File: src/rtl/tseq_pkg.sv
// ---------------------------------------------------------------------------
// tseq_pkg
// Shared types and helpers for the T-state / M-cycle sequencer.
//   tstate_e     : one-hot T-state encoding; bit order T1,T2,Tw1,Tw2,T3,T4,T5,T6
//   func_e       : resolved bus function for the current M-cycle
//   TCNT_*       : base T-state count per function (no wait states, no extension)
//   func_select  : priority encode of the function inputs
//   base_tcount  : base T-count for a resolved function
// ---------------------------------------------------------------------------
package tseq_pkg;

    typedef enum logic [7:0] {
        TS_T1  = 8'b0000_0001,
        TS_T2  = 8'b0000_0010,
        TS_TW1 = 8'b0000_0100,
        TS_TW2 = 8'b0000_1000,
        TS_T3  = 8'b0001_0000,
        TS_T4  = 8'b0010_0000,
        TS_T5  = 8'b0100_0000,
        TS_T6  = 8'b1000_0000
    } tstate_e;

    typedef enum logic [2:0] {
        FN_FETCH,
        FN_MREAD,
        FN_MWRITE,
        FN_IOREAD,
        FN_IOWRITE,
        FN_INTERNAL
    } func_e;

    localparam int unsigned TCNT_FETCH    = 4;
    localparam int unsigned TCNT_MEM      = 3;
    localparam int unsigned TCNT_IO       = 4;
    localparam int unsigned TCNT_INTERNAL = 3;

    // Fetch > MRead > MWrite > IORead > IOWrite; nothing set is an internal cycle.
    function automatic func_e func_select(input logic f_fetch, input logic f_mread,
                                          input logic f_mwrite, input logic f_ioread,
                                          input logic f_iowrite);
        func_e f;
        if (f_fetch)        f = FN_FETCH;
        else if (f_mread)   f = FN_MREAD;
        else if (f_mwrite)  f = FN_MWRITE;
        else if (f_ioread)  f = FN_IOREAD;
        else if (f_iowrite) f = FN_IOWRITE;
        else                f = FN_INTERNAL;
        return f;
    endfunction

    function automatic int unsigned base_tcount(input func_e f);
        int unsigned n;
        case (f)
            FN_FETCH:              n = TCNT_FETCH;
            FN_MREAD, FN_MWRITE:   n = TCNT_MEM;
            FN_IOREAD, FN_IOWRITE: n = TCNT_IO;
            default:               n = TCNT_INTERNAL;
        endcase
        return n;
    endfunction

endpackage

File: src/rtl/tstate_sequencer_mcycle_ring.sv
// ---------------------------------------------------------------------------
// mcycle_ring
// One-hot M-cycle ring. Bit 0 is M1.
//   clk_i      : clock
//   reset_i    : synchronous active-high reset (overrides hold)
//   hold_i     : freeze the ring
//   advance_i  : current M-cycle is in its final T-state
//   restart_i  : return to M1 on advance (last M-cycle of the instruction)
//   m_o        : one-hot M-cycle
//   ovf_o      : sticky, set when the ring wraps past the top M-cycle
// ---------------------------------------------------------------------------
module mcycle_ring #(
    parameter int NUM_M = 6
) (
    input  logic             clk_i,
    input  logic             reset_i,
    input  logic             hold_i,
    input  logic             advance_i,
    input  logic             restart_i,
    output logic [NUM_M-1:0] m_o,
    output logic             ovf_o
);

    logic [NUM_M-1:0] m_q, m_d;
    logic             ovf_q, ovf_d;

    always_comb begin
        m_d   = m_q;
        ovf_d = ovf_q;
        if (advance_i && !hold_i) begin
            if (restart_i) begin
                m_d = NUM_M'(1);
            end else if (m_q[NUM_M-1]) begin
                // Ran past the last M-cycle without decode marking the end.
                m_d   = NUM_M'(1);
                ovf_d = 1'b1;
            end else begin
                m_d = m_q << 1;
            end
        end
    end

    always_ff @(posedge clk_i) begin
        if (reset_i) begin
            m_q   <= NUM_M'(1);
            ovf_q <= 1'b0;
        end else begin
            m_q   <= m_d;
            ovf_q <= ovf_d;
        end
    end

    assign m_o   = m_q;
    assign ovf_o = ovf_q;

endmodule

File: src/rtl/tstate_sequencer.sv
// ---------------------------------------------------------------------------
// tstate_sequencer
// One-hot T-state and M-cycle timing generator for the control unit.
// Optional feature macro: TSEQ_T_EXTEND_EN -- when defined, fetch cycles may
// append T5/T6 as selected by t_ext (saturated at T_EXT_MAX); when undefined,
// t_ext is ignored and T5/T6 stay low.
// Ports:
//   clk, reset          : clock, synchronous active-high reset
//   hold_clk_timing     : freeze from pin_control (WAIT/BUSRQ)
//   fFetch..fIOWrite    : bus function of the current M-cycle
//   in_intr             : interrupt-acknowledge fetch (adds Tw1, Tw2)
//   last_mcycle         : current M-cycle is the instruction's last
//   t_ext               : extra T-states after T4 on fetch
//   T1,T2,Tw1,Tw2,T3..T6: registered one-hot T-state
//   M                   : registered one-hot M-cycle, M[0]=M1
//   setM1, mcycle_end   : final T-state of last / any M-cycle
//   mcyc_ovf            : sticky M-cycle ring overflow
// ---------------------------------------------------------------------------
module tstate_sequencer
    import tseq_pkg::*;
#(
    parameter int NUM_M     = 6,
    parameter int T_EXT_MAX = 2
) (
    input  logic             clk,
    input  logic             reset,
    input  logic             hold_clk_timing,
    input  logic             fFetch,
    input  logic             fMRead,
    input  logic             fMWrite,
    input  logic             fIORead,
    input  logic             fIOWrite,
    input  logic             in_intr,
    input  logic             last_mcycle,
    input  logic [1:0]       t_ext,
    output logic             T1,
    output logic             T2,
    output logic             Tw1,
    output logic             Tw2,
    output logic             T3,
    output logic             T4,
    output logic             T5,
    output logic             T6,
    output logic [NUM_M-1:0] M,
    output logic             setM1,
    output logic             mcycle_end,
    output logic             mcyc_ovf
);

`ifdef TSEQ_T_EXTEND_EN
    localparam bit EXT_EN = 1'b1;
`else
    localparam bit EXT_EN = 1'b0;
`endif

    func_e    fn;
    logic     short_cyc;
    logic [1:0] ext_sat;
    logic     ext_t5, ext_t6;
    tstate_e  state_q;

    assign fn        = func_select(fFetch, fMRead, fMWrite, fIORead, fIOWrite);
    assign short_cyc = (base_tcount(fn) == 3);

    // Extension only applies to fetch; anything above T_EXT_MAX saturates.
    always_comb begin
        ext_sat = t_ext;
        if (int'(t_ext) > T_EXT_MAX) ext_sat = 2'(T_EXT_MAX);
        if (!EXT_EN || fn != FN_FETCH) ext_sat = 2'd0;
    end

    assign ext_t5 = (ext_sat >= 2'd1);
    assign ext_t6 = (ext_sat >= 2'd2);

    always_ff @(posedge clk) begin
        if (reset) begin
            state_q <= TS_T1;
        end else if (!hold_clk_timing) begin
            case (state_q)
                TS_T1:  state_q <= TS_T2;
                TS_T2:  if (fn == FN_FETCH && in_intr) state_q <= TS_TW1;
                        else                           state_q <= TS_T3;
                TS_TW1: state_q <= TS_TW2;
                TS_TW2: state_q <= TS_T3;
                TS_T3:  if (short_cyc) state_q <= TS_T1;
                        else           state_q <= TS_T4;
                TS_T4:  if (ext_t5) state_q <= TS_T5;
                        else        state_q <= TS_T1;
                TS_T5:  if (ext_t6) state_q <= TS_T6;
                        else        state_q <= TS_T1;
                default: state_q <= TS_T1;
            endcase
        end
    end

    // Decoded from the held state plus the (stable) function inputs, so it
    // stays asserted across a hold.
    always_comb begin
        mcycle_end = 1'b0;
        case (state_q)
            TS_T3:   mcycle_end = short_cyc;
            TS_T4:   mcycle_end = !ext_t5;
            TS_T5:   mcycle_end = !ext_t6;
            TS_T6:   mcycle_end = 1'b1;
            default: mcycle_end = 1'b0;
        endcase
    end

    assign setM1 = mcycle_end & last_mcycle;

    assign T1  = state_q[0];
    assign T2  = state_q[1];
    assign Tw1 = state_q[2];
    assign Tw2 = state_q[3];
    assign T3  = state_q[4];
    assign T4  = state_q[5];
    assign T5  = EXT_EN & state_q[6];
    assign T6  = EXT_EN & state_q[7];

    mcycle_ring #(.NUM_M(NUM_M)) u_ring (
        .clk_i     (clk),
        .reset_i   (reset),
        .hold_i    (hold_clk_timing),
        .advance_i (mcycle_end),
        .restart_i (last_mcycle),
        .m_o       (M),
        .ovf_o     (mcyc_ovf)
    );

endmodule

File: config.mk
export PLATFORM = sky130hd
export DESIGN_NAME = tstate_sequencer
export DESIGN_NICKNAME = d
export VERILOG_FILES = /design/src/rtl/tseq_pkg.sv /design/src/rtl/tstate_sequencer_mcycle_ring.sv /design/src/rtl/tstate_sequencer.sv
export SDC_FILE = /design/constraint.sdc
export NUM_CORES = 1
export LEC_CHECK = 0
export ABC_CLOCK_PERIOD_IN_PS = 4650
export CELL_PAD_IN_SITES_DETAIL_PLACEMENT = 1
export CELL_PAD_IN_SITES_GLOBAL_PLACEMENT = 2
export CORE_MARGIN = 4
export CORE_UTILIZATION = 25
export DETAILED_ROUTE_END_ITERATION = 10
export PLACE_DENSITY = 0.9
export SYNTH_ARGS = -nofsm -noshare
export SYNTH_HDL_FRONTEND = slang
export SYNTH_SLANG_ARGS = --single-unit
File: constraint.sdc
create_clock -name clk -period 4.65 [get_ports clk]
set_clock_uncertainty 0.1 [all_clocks]
set_input_delay 0.93 -clock clk [delete_from_list [all_inputs] [get_ports clk]]
set_output_delay 0.93 -clock clk [all_outputs]
set_load 0.03 [all_outputs]
==> results.py <==
metrics = {
    "status": {
        "outcome": "finished clean",
    },
    "finish": {
        "drive_above_1_share_pct": 6.67,
        "fin_util_pct": 35.4,
        "area_delta_synth_final_pct": 33.7,
        "fillers": 323,
        "final_nets": 118,
        "diodes": 0,
        "fin_cells": 136,
        "design_area_um2": 983,
    },
    "critical_path": {
        "worst-setup-path-type": "in2out",
        "crit_required_ps": 3620,
        "worstPathArrival_ps": 3100,
        "crit_fanout": 2,
        "cp-start-kind": "input pin",
        "cp-end-kind": "primary output",
    },
    "floorplanning": {
        "start_util_pct": 26.5,
        "die_area_um2": 3870,
        "pin_count": 29,
        "rows": 19,
        "fp.dieH_um": 62.2,
        "die_w_um": 62.2,
        "coreArea_um2": 2780,
    },
    "route": {
        "via_per_inst": 4.96,
        "vias": 675,
        "wirelength_mm": 1.84,
        "drtAntennaViolNets": 0,
        "drtIter0Drc": 7,
        "post-route-drc-count": 0,
        "drt-pass1-iter-count": 4,
        "wire_per_inst_um": 13.6,
    },
    "clocking": {
        "insertion_delay_ps": 270,
        "cts_resized": 0,
        "cts_tree": "done",
        "numCtsBuffers": 3,
        "cts_hold_buf": 0,
        "post_cts_buffers": 0,
        "clkTransAtPathRegs_ps": 80,
        "clock_sinks": 13,
        "clk_path_buf_depth": 2,
        "htree_levels": 1,
        "cts_root_buffer": "clkbuf_4",
    },
    "global_route": {
        "globalRouteOverflowTotal": 0,
        "grt_pass1_wl_mm": 3.13,
        "grt_pass1_vias": 651,
        "grt_max_degree": 13,
        "grt_util_all_layers_pct": 9.62,
        "antenna_found_initial": 0,
    },
    "power": {
        "vdd_ir_drop_max_v": 0.000144,
        "leakage_nw": 0.308,
        "power_mw": 0.219,
        "p_per_area_nw_per_um2": 223,
    },
    "sta": {
        "setup_ws_ps": 522,
        "fin_setup_tns_ps": 0,
        "final-setup-viol-count": 0,
        "hold_violations": 0,
        "whs_ps": 383,
        "fmax_ghz": 0.242,
        "rsz0062_at_grt": "no",
        "timing.final.crit_share_pct": 88.8,
        "fin_crit_ps": 4130,
        "slew_viol_final": 0,
    },
    "synth": {
        "synth.distinct_cells": 31,
        "synthTopCellsByCount": "dfxtp_1, a21oi_1, nand2_1, mux2i_1, nor2_1",
        "yosysMostFrequentCell": "dfxtp_1",
        "netlist_area_um2": 736,
        "synth-seq-cells": 13,
        "synthArstFlopShare_pct": 0,
        "ys_warn_count": 0,
        "ys_top_cells_by_area": "dfxtp_1, mux2i_1, a21oi_1",
        "avgSynthCellArea_um2": 8.76,
        "synthCells": 84,
        "synthFlopType": "dfxtp_1",
        "ys_seq_area_share_pct": 35.4,
        "synth.top_cell.area_share_pct": 35.4,
        "synth-edff-count": 0,
        "synth_area_leader_cell": "dfxtp_1",
    },
    "worst_hold_path": {
        "hp-class": "reg2reg",
    },
    "placement": {
        "portBuffers": 24,
        "dpl.cell_count": 132,
        "dp_hpwl_mm": 1.42,
        "place_area_um2": 957,
        "post-place-ws_ps": 482,
        "gp_congestion": 0.723,
    },
    "flow_run": {
        "cap_viol_max_count": 0,
    },
}
cell usage in the layout (no fill, tap or decap), types with 2 or more instances in the layout:
cell / count
or4b_1: 2
dfxtp_1: 13
nand3_1: 5
clkdlybuf4s50_1: 24
nand2_1: 8
nor3_1: 3
mux2i_1: 7
nand4b_1: 2
nor4b_1: 3
clkbuf_4: 3
a21oi_1: 8
conb_1: 2
inv_1: 2
nor2_1: 7
sequential cells by signal, summed over array words and instances, names as in the netlist:
register,flops
u_ring.ovf_o,1
state_q,6
u_ring.m_o,6
metal layers:
| layer | GRT usage (%) | part of all wire [%] | wire [µm] |
|---|---|---|---|
| met1 | 12.2 | 47 | 870 |
| met2 | 15.3 | 47 | 858 |
| met3 | 1.98 | 4.7 | 86 |
| met4 | 4.88 | 1.6 | 29 |
| met5 | 0 | 0 | 0 |
report_power, final:
part	switching, mW	internal, mW
clock network	0.0336	0.0332
logic	0.0185	0.0172
registers	0.00396	0.113
worst paths after layout:
kind              slack (ps)                    endpoint  cells after the start                        from
setup / recovery         520                       setM1                      6                    fIOWrite
hold / removal           380  u_ring.m_o[4]$_SDFFE_PP0P_                      2  u_ring.m_o[4]$_SDFFE_PP0P_
setup reg to reg        2790     state_q[5]$_SDFFE_PP0N_                      4     state_q[1]$_SDFFE_PP0N_
hold reg to reg          380  u_ring.m_o[4]$_SDFFE_PP0P_                      2  u_ring.m_o[4]$_SDFFE_PP0P_
final cells by class:
type	instances	area, µm²	area share, %
tap	31	38.8	3.94
clock buffer	4	26.3	2.67
inverter	2	7.51	0.763
multi-input combinational	62	410	41.7
timing repair buffer	24	240	24.4
sequential	13	260	26.5
critical path, stage by stage:
cell and delay (ps):
clkdlybuf4s50_1 390, or2_2 310, a2111o_1 470, a21oi_1 190, and2_1 140, clkdlybuf4s50_1 660
cell families after synthesis:
group                     share of synthesized area [%]
AOI/OAI and AO/OA                                  12.9
xor gates and xnor gates                           1.19
muxes                                              9.52
DFF                                                35.4
other                                             0.510
and+or+nand+nor                                    31.1
buffers and inverters                              9.35
Power figures use the tool's default switching activity.
